$ cat src/rtl/pwm_capture.sv
// Measures period (rise to rise) and high time of an asynchronous PWM input in clock cycles.
// Reports one measurement per complete period and flags a line stuck for MAX cycles as a timeout.
module pwm_capture #(
   parameter int CNT_BITS    = 8,
   parameter int SYNC_STAGES = 2
) (
   input  logic                clk,
   input  logic                rst,
   input  logic                en,
   input  logic                pwm_in,
   output logic [CNT_BITS-1:0] period,
   output logic [CNT_BITS-1:0] high_time,
   output logic                valid,
   output logic                timeout,
   output logic                level
);

   localparam logic [CNT_BITS-1:0] MAX = '1;
   localparam logic [CNT_BITS-1:0] ONE = {{(CNT_BITS-1){1'b0}}, 1'b1};

   typedef enum logic [1:0] {IDLE, HIGH, LOW} state_t;

   state_t                state_q, state_d;
   logic [SYNC_STAGES-1:0] sync_q, sync_d;
   logic                  s_prev_q, s_prev_d;
   logic [CNT_BITS-1:0]   cnt_per_q, cnt_per_d;
   logic [CNT_BITS-1:0]   cnt_hi_q, cnt_hi_d;
   logic [CNT_BITS-1:0]   period_q, period_d;
   logic [CNT_BITS-1:0]   high_time_q, high_time_d;
   logic                  valid_q, valid_d;
   logic                  timeout_q, timeout_d;
   logic                  level_q, level_d;
   logic                  s, rise, fall;

   // Holds at MAX so a fall landing exactly on MAX cannot wrap the period count.
   function automatic logic [CNT_BITS-1:0] sat_inc(input logic [CNT_BITS-1:0] v);
      return (v == MAX) ? v : v + ONE;
   endfunction

   assign s    = sync_q[SYNC_STAGES-1];
   assign rise = s & ~s_prev_q;
   assign fall = ~s & s_prev_q;

   always_comb begin
      sync_d   = {sync_q[SYNC_STAGES-2:0], pwm_in};
      s_prev_d = s;
   end

   always_comb begin
      state_d     = state_q;
      cnt_per_d   = cnt_per_q;
      cnt_hi_d    = cnt_hi_q;
      period_d    = period_q;
      high_time_d = high_time_q;
      valid_d     = 1'b0;
      timeout_d   = timeout_q;
      level_d     = level_q;

      if (!en) begin
         state_d   = IDLE;
         cnt_per_d = '0;
         cnt_hi_d  = '0;
      end else begin
         case (state_q)
            IDLE: begin
               if (rise) begin
                  state_d   = HIGH;
                  cnt_per_d = ONE;
                  cnt_hi_d  = ONE;
                  timeout_d = 1'b0;
               end
            end
            HIGH: begin
               if (fall) begin
                  state_d   = LOW;
                  cnt_per_d = sat_inc(cnt_per_q);
               end else if (cnt_per_q == MAX) begin
                  state_d   = IDLE;
                  cnt_per_d = '0;
                  cnt_hi_d  = '0;
                  timeout_d = 1'b1;
                  level_d   = s;
               end else begin
                  cnt_per_d = sat_inc(cnt_per_q);
                  cnt_hi_d  = sat_inc(cnt_hi_q);
               end
            end
            LOW: begin
               if (rise) begin
                  state_d     = HIGH;
                  period_d    = cnt_per_q;
                  high_time_d = cnt_hi_q;
                  valid_d     = 1'b1;
                  cnt_per_d   = ONE;
                  cnt_hi_d    = ONE;
               end else if (cnt_per_q == MAX) begin
                  state_d   = IDLE;
                  cnt_per_d = '0;
                  cnt_hi_d  = '0;
                  timeout_d = 1'b1;
                  level_d   = s;
               end else begin
                  cnt_per_d = sat_inc(cnt_per_q);
               end
            end
            default: begin
               state_d = IDLE;
            end
         endcase
      end
   end

   // Synchronizer and edge history reset high so a line already high at reset is not a rise.
   always_ff @(posedge clk) begin
      if (rst) begin
         state_q     <= IDLE;
         sync_q      <= '1;
         s_prev_q    <= 1'b1;
         cnt_per_q   <= '0;
         cnt_hi_q    <= '0;
         period_q    <= '0;
         high_time_q <= '0;
         valid_q     <= 1'b0;
         timeout_q   <= 1'b0;
         level_q     <= 1'b0;
      end else begin
         state_q     <= state_d;
         sync_q      <= sync_d;
         s_prev_q    <= s_prev_d;
         cnt_per_q   <= cnt_per_d;
         cnt_hi_q    <= cnt_hi_d;
         period_q    <= period_d;
         high_time_q <= high_time_d;
         valid_q     <= valid_d;
         timeout_q   <= timeout_d;
         level_q     <= level_d;
      end
   end

   assign period    = period_q;
   assign high_time = high_time_q;
   assign valid     = valid_q;
   assign timeout   = timeout_q;
   assign level     = level_q;

endmodule
$ cat config.mk
export PLATFORM = sky130hd
export DESIGN_NAME = pwm_capture
export DESIGN_NICKNAME = d
export VERILOG_FILES = /design/src/rtl/pwm_capture.sv
export SDC_FILE = /design/constraint.sdc
export NUM_CORES = 1
export LEC_CHECK = 0
export CORE_MARGIN = 3
export CORE_UTILIZATION = 35
export CTS_CLUSTER_SIZE = 30
export DETAILED_ROUTE_END_ITERATION = 10
export GPL_TIMING_DRIVEN = 0
export HOLD_SLACK_MARGIN = 0.05
export MAX_ROUTING_LAYER = met4
export PLACE_DENSITY = 0.65
export SETUP_SLACK_MARGIN = 0.4
export SLEW_MARGIN = 30
export SYNTH_ARGS = -nofsm -noshare
export SYNTH_HDL_FRONTEND = slang
export SYNTH_SLANG_ARGS = --single-unit
$ cat constraint.sdc
create_clock -name clk -period 2.15 [get_ports clk]
set_clock_uncertainty 0.1 [all_clocks]
set_input_delay 0.43 -clock clk [delete_from_list [all_inputs] [get_ports clk]]
set_output_delay 0.43 -clock clk [all_outputs]
set_load 0.01 [all_outputs]
== Yosys cells after proc, flatten, opt, wreduce, memory -nomap -nowiden ==
Index checks and enable logic that the tools add are counted.
Word-level totals
  bits in registers: 40
  latch bits: 0
  RAM bits: 0
  memory bits (read-only): 0
  input port bits: 4
  output and inout bits: 19
  word-level logic and storage cells: 65
  memories kept: 0
Cells by class
  $add $sub $neg: 2
  multiply operators: 0
  div/mod/pow operators: 0
  order comparisons: 0
  equality and inequality tests: 10
  shift operators: 0
  muxes and demuxes: 27
  bitwise operators: 6
  reductions and logical operators: 10
Operator list (number)
  2-to-1 mux 8 bit: 10
  case mux 8 bit (3 select lines): 2
  adder 8 x 1 -> 8 bit, second input constant: 2
  == test 8 bit, second input constant: 2
  AND reduction 5 bit: 2
  inequality test 3 bit, second input constant: 3
  2-to-1 mux 1 bit: 8
  2-to-1 mux 2 bit: 4
  inequality test 2 bit, second input constant: 3
  case mux 2 bit (3 select lines): 1
  AND reduction 3 bit: 2
  NOT 1 bit: 4
  AND reduction 4 bit: 1
  case mux 1 bit (3 select lines): 1
  nonzero test 3 bit: 1
  OR reduction 3 bit: 1
  bitwise AND 1 bit: 2
  == test 2 x 1 -> 1 bit, second input constant: 1
  == test 2 bit, second input constant: 1
  zero test 2 bit: 1
  case mux 1 bit (2 select lines): 1
  nonzero test 2 bit: 1
  OR reduction 2 bit: 1

== Logic depth before layout (Yosys ltp) ==
  depth in word-level cells: 5
  mapped depth: 10
  gate-level depth less buffers: 7

== Worst setup path before layout ==
OpenSTA, ideal clock, no wires.
  kind: flip-flop to flip-flop
  start: register state_q[1]
  end: register cnt_per_q[6]
  setup time: 71 ps
  arrival: 1756 ps
  data required time: 1979 ps
  path slack: 223 ps
  cell stages (with the launch flop): 10
  path buffers: 2
  clock period less this slack: 1927 ps
  path through: dfxtp_1 inv_1 ha_1 buf_2 nand3b_1 or3_1 buf_4 nand2_4 or4_1 a21oi_1
On the way
  longest elaborated chain between the ends: 3
  elaborated cells between the ends (all ways): 8
  those cells by class: eq/ne (4); mux (1); reduce/logical (3)
RTL lines
  from (decl): RTL line 23  | state_t state_q, state_d;
  from (signal assigned): RTL line 127  | state_q <= state_d;
  == test 2 x 1 -> 1 bit, or another cell as far along: RTL line 64  | case (state_q)
  inequality test 3 bit (no line), or another cell as far along
  AND reduction 3 bit (no line)
  to (signal assigned): RTL line 130  | cnt_per_q <= cnt_per_d;
  to (decl): RTL line 26  | logic [CNT_BITS-1:0] cnt_per_q, cnt_per_d;
Parallel ways exist; a longest one is shown, timed or not.
A chain may end at the register's enable or synchronous reset.

== Worst setup path after layout ==
  start: register cnt_per_q[0]
  end: register cnt_hi_q[2]
On the way
  longest elaborated chain between the ends: 4
  elaborated cells between the ends (all ways): 7
  those cells by class: eq/ne (3); mux (3); reduce/logical (1)
RTL lines
  == test 8 bit (*): RTL line 77, 96
  2-to-1 mux 8 bit: RTL line 77  | end else if (cnt_per_q == MAX) begin
  2-to-1 mux 8 bit: RTL line 74  | if (fall) begin
  case mux 8 bit (3 select lines): RTL line 64
  to (signal assigned): RTL line 131  | cnt_hi_q <= cnt_hi_d;
  to (decl): RTL line 27  | logic [CNT_BITS-1:0] cnt_hi_q, cnt_hi_d;
Every way passes the cells marked *; elsewhere a longest branch is shown, timed or not. The select of a mux whose other input is x is not followed.

==> metrics.yaml <==
synth-main-ff-cell: "dfxtp_1"
floorplan.core_area_mm2: 0.005205
cp_top_family: "compound AO/OA/AOI/OAI gates"
start_util_pct: 37.04
finalMaxSlewViolations: 0
setup.reg_to_reg.worst_slack_ns: 0.17
min-delay-path-class: "flip-flop to flip-flop"
num_io_pins: 23
post_synth_main_area_contributors: "dfxtp_1, nand2_1, a21oi_1, ha_1, nor3_1"
grt_setup_unrepaired: "true"
antenna_found_initial: 0
cp-end-kind: "flip-flop"
post_synth_inst_count: 233
hold_ws_ns: 0.3161
detail_route.vias_per_cell: 5.575
synthesized_netlist_net_count: 243
critical_setup_path_kind: "flip-flop to flip-flop"
finalSetupViolCount: 0
area_growth_pct: 42.25
port_buffers: 22
power_density_of_the_placed_cells_mw_per_mm2: 529.5
postSynthAreaPerCell_um2: 8.275
synthArstFlopShare_pct: 0
synth.yosys.seq_area_share_pct: 41.53
grt.overflow.total: 0
path_buf_inv: 1
relSlewSlack_pct: 57.98
drive_above_1_share_pct: 29.14
cp-start-kind: "flip-flop"
clk_root_buf: "clkbuf_8"
cp.required_ns: 2.24
die-height_um: 80.22
clk_pin_slew_ns: 0.08
drt_antenna_net_count: 0
post-route-min-period_ns: 1.980
vdd_drop_max_mv: 0.3566
row_count: 26
netlist_top_cells_count: "nand2_1, dfxtp_1, a21oi_1, nor3_1, clkbuf_1"
routabilityCongestion: 0.8525
grtUsageTotal_pct: 16.72
ys_warn_count: 0
final_net_count: 287
leakagePower_nw: 0.9874
multiInputGateArea_mm2: 0.001230
grt_pass1_vias: 1799
period_share_pct: 92.11
totalPowerFinal_mw: 1.452
die_x_um: 80.22
cpPeakStageDelay_ns: 0.39
syn_area_mm2: 0.001928
detailroute.via_count: 1940
drt-wirelength-per-cell_um: 15.15
drtIter0Drc: 173
yosysTopAreaCellShare_pct: 41.53
place.detailed.hpwl_um: 3265
status: "complete, no violations"
layout.area.seq_um2: 817.0
final_hold_viol_count: 0
pin_count_of_the_biggest_net_entering_global_routing: 13
max_fclk_mhz: 504.9
tightest_slew_ns: 0.6303
worstSkewPairLatency_ns: 0.30
number_of_inserted_diodes: 0
crit_fanout: 6
cts_inserted_buffers: 5
grt_first_pass_wirelength_um: 8259
routed_wirelength_um: 5273
ctsHtreeMaxLevel: 2
cts_tree: "done"
maxCapViolations: 0
clockBufferDepth: 2
remaining_drc_errors: 0
yosys_top_cell_by_area: "dfxtp_1"
drt_pre_antenna_iters: 5
arrival_ns: 2.07
crit_chain: "ha_4 -> and4_4 -> nand2_2 -> a221oi_4 -> buf_6 -> o21ai_1 -> a32o_2"
synthMostInstantiatedCell: "nand2_1"
floorplan.die_area_mm2: 0.006435
synth_edf_count: 0
nFillCells: 504
ys_types: 47
yosys_register_bits: 40
slowest_stage: "dfxtp_4"
cts.sink_count: 40
==> cell families (layout without fill, tap and decap cells) <==
logic type,Yosys count,count (layout),share of synthesized area [%]
muxes,2,2,1.038
and+or+nand+nor,104,104,27.00
adders and majority gates,6,6,3.893
AOI/OAI and AO/OA,59,59,20.31
DFF,40,40,41.53
xor gates and xnor gates,5,5,2.271
buffers and inverters,17,62,3.958
==> where the power goes <==
| part | total, mW | internal (mW) | switching (mW) |
|---|---|---|---|
| sequential | 0.745 | 0.739 | 0.00557 |
| combinational | 0.0755 | 0.0290 | 0.0465 |
| clock | 0.632 | 0.363 | 0.269 |
==> layer usage <==
layer  GRT usage, %  up-vias  part of all wire [%]
met4          7.601        0                   2.7
met1          19.55      907                    43
met5              -        -                     0
met3          3.475       22                   5.8
li1               -      919                     -
met2          27.57       92                    48
==> final cells by class <==
class | instances | area share [%]
inverter | 6 | 0.9124
sequential | 40 | 29.79
clock buffer | 8 | 4.425
tap | 70 | 3.193
timing repair buffer | 37 | 13.05
multi-input combinational | 176 | 44.84
buffer | 11 | 3.787
==> layout by cell type (no fill, tap or decap), types with 4 or more instances in the layout <==
| cell | count |
|---|---|
| nand2_1 | 43 |
| dfxtp_1 | 35 |
| a21oi_1 | 22 |
| clkdlybuf4s50_1 | 19 |
| buf_4 | 15 |
| a21oi_2 | 8 |
| nor3_1 | 8 |
| clkbuf_8 | 7 |
| nand3_1 | 5 |
| nor2_1 | 5 |
| xor2_1 | 5 |
| nor3_2 | 4 |
| and3_1 | 4 |
| dfxtp_4 | 4 |
==> flip-flops by register name, indices dropped and copies added (netlist names) <==
register   cells
cnt_hi_q       8
cnt_per_q      8
high_time      8
level          1
period         8
s_prev_q       1
state_q        2
sync_q         2
timeout        1
valid          1
==> path summary, 6_finish.rpt <==
kind,start,to,cells past startpoint
min,sync_q[0],sync_q[1],1
max,cnt_per_q[0],cnt_hi_q[2],7
max reg2reg,cnt_per_q[0],cnt_hi_q[2],7
min reg2reg,sync_q[0],sync_q[1],1
==> metrics by stage <==
step                cells  setup WS, ns  TNS [ns]  utilization [%]  instance area [um^2]
floorplan             233        0.3250         0                -                  1978
global placement      325       -0.2100    -1.839            43.92                  2286
detailed placement    325       -0.1984    -1.597            43.92                  2286
CTS                   341        0.2251         0            49.09                  2555
global route          348        0.1102         0            52.69                  2743
finish                348        0.1696         0            52.69                  2743
==> repair_timing <==
action                                  4_1_cts  5_1_grt
hold buffers                                  0        0
buffers inserted                              7        6
gates resized for setup                      24       36
cloned                                        1        1
endpoints found under the setup margin       36       34
pin swaps                                     5        5
Note: power is estimated with default switching activity, not from simulation.
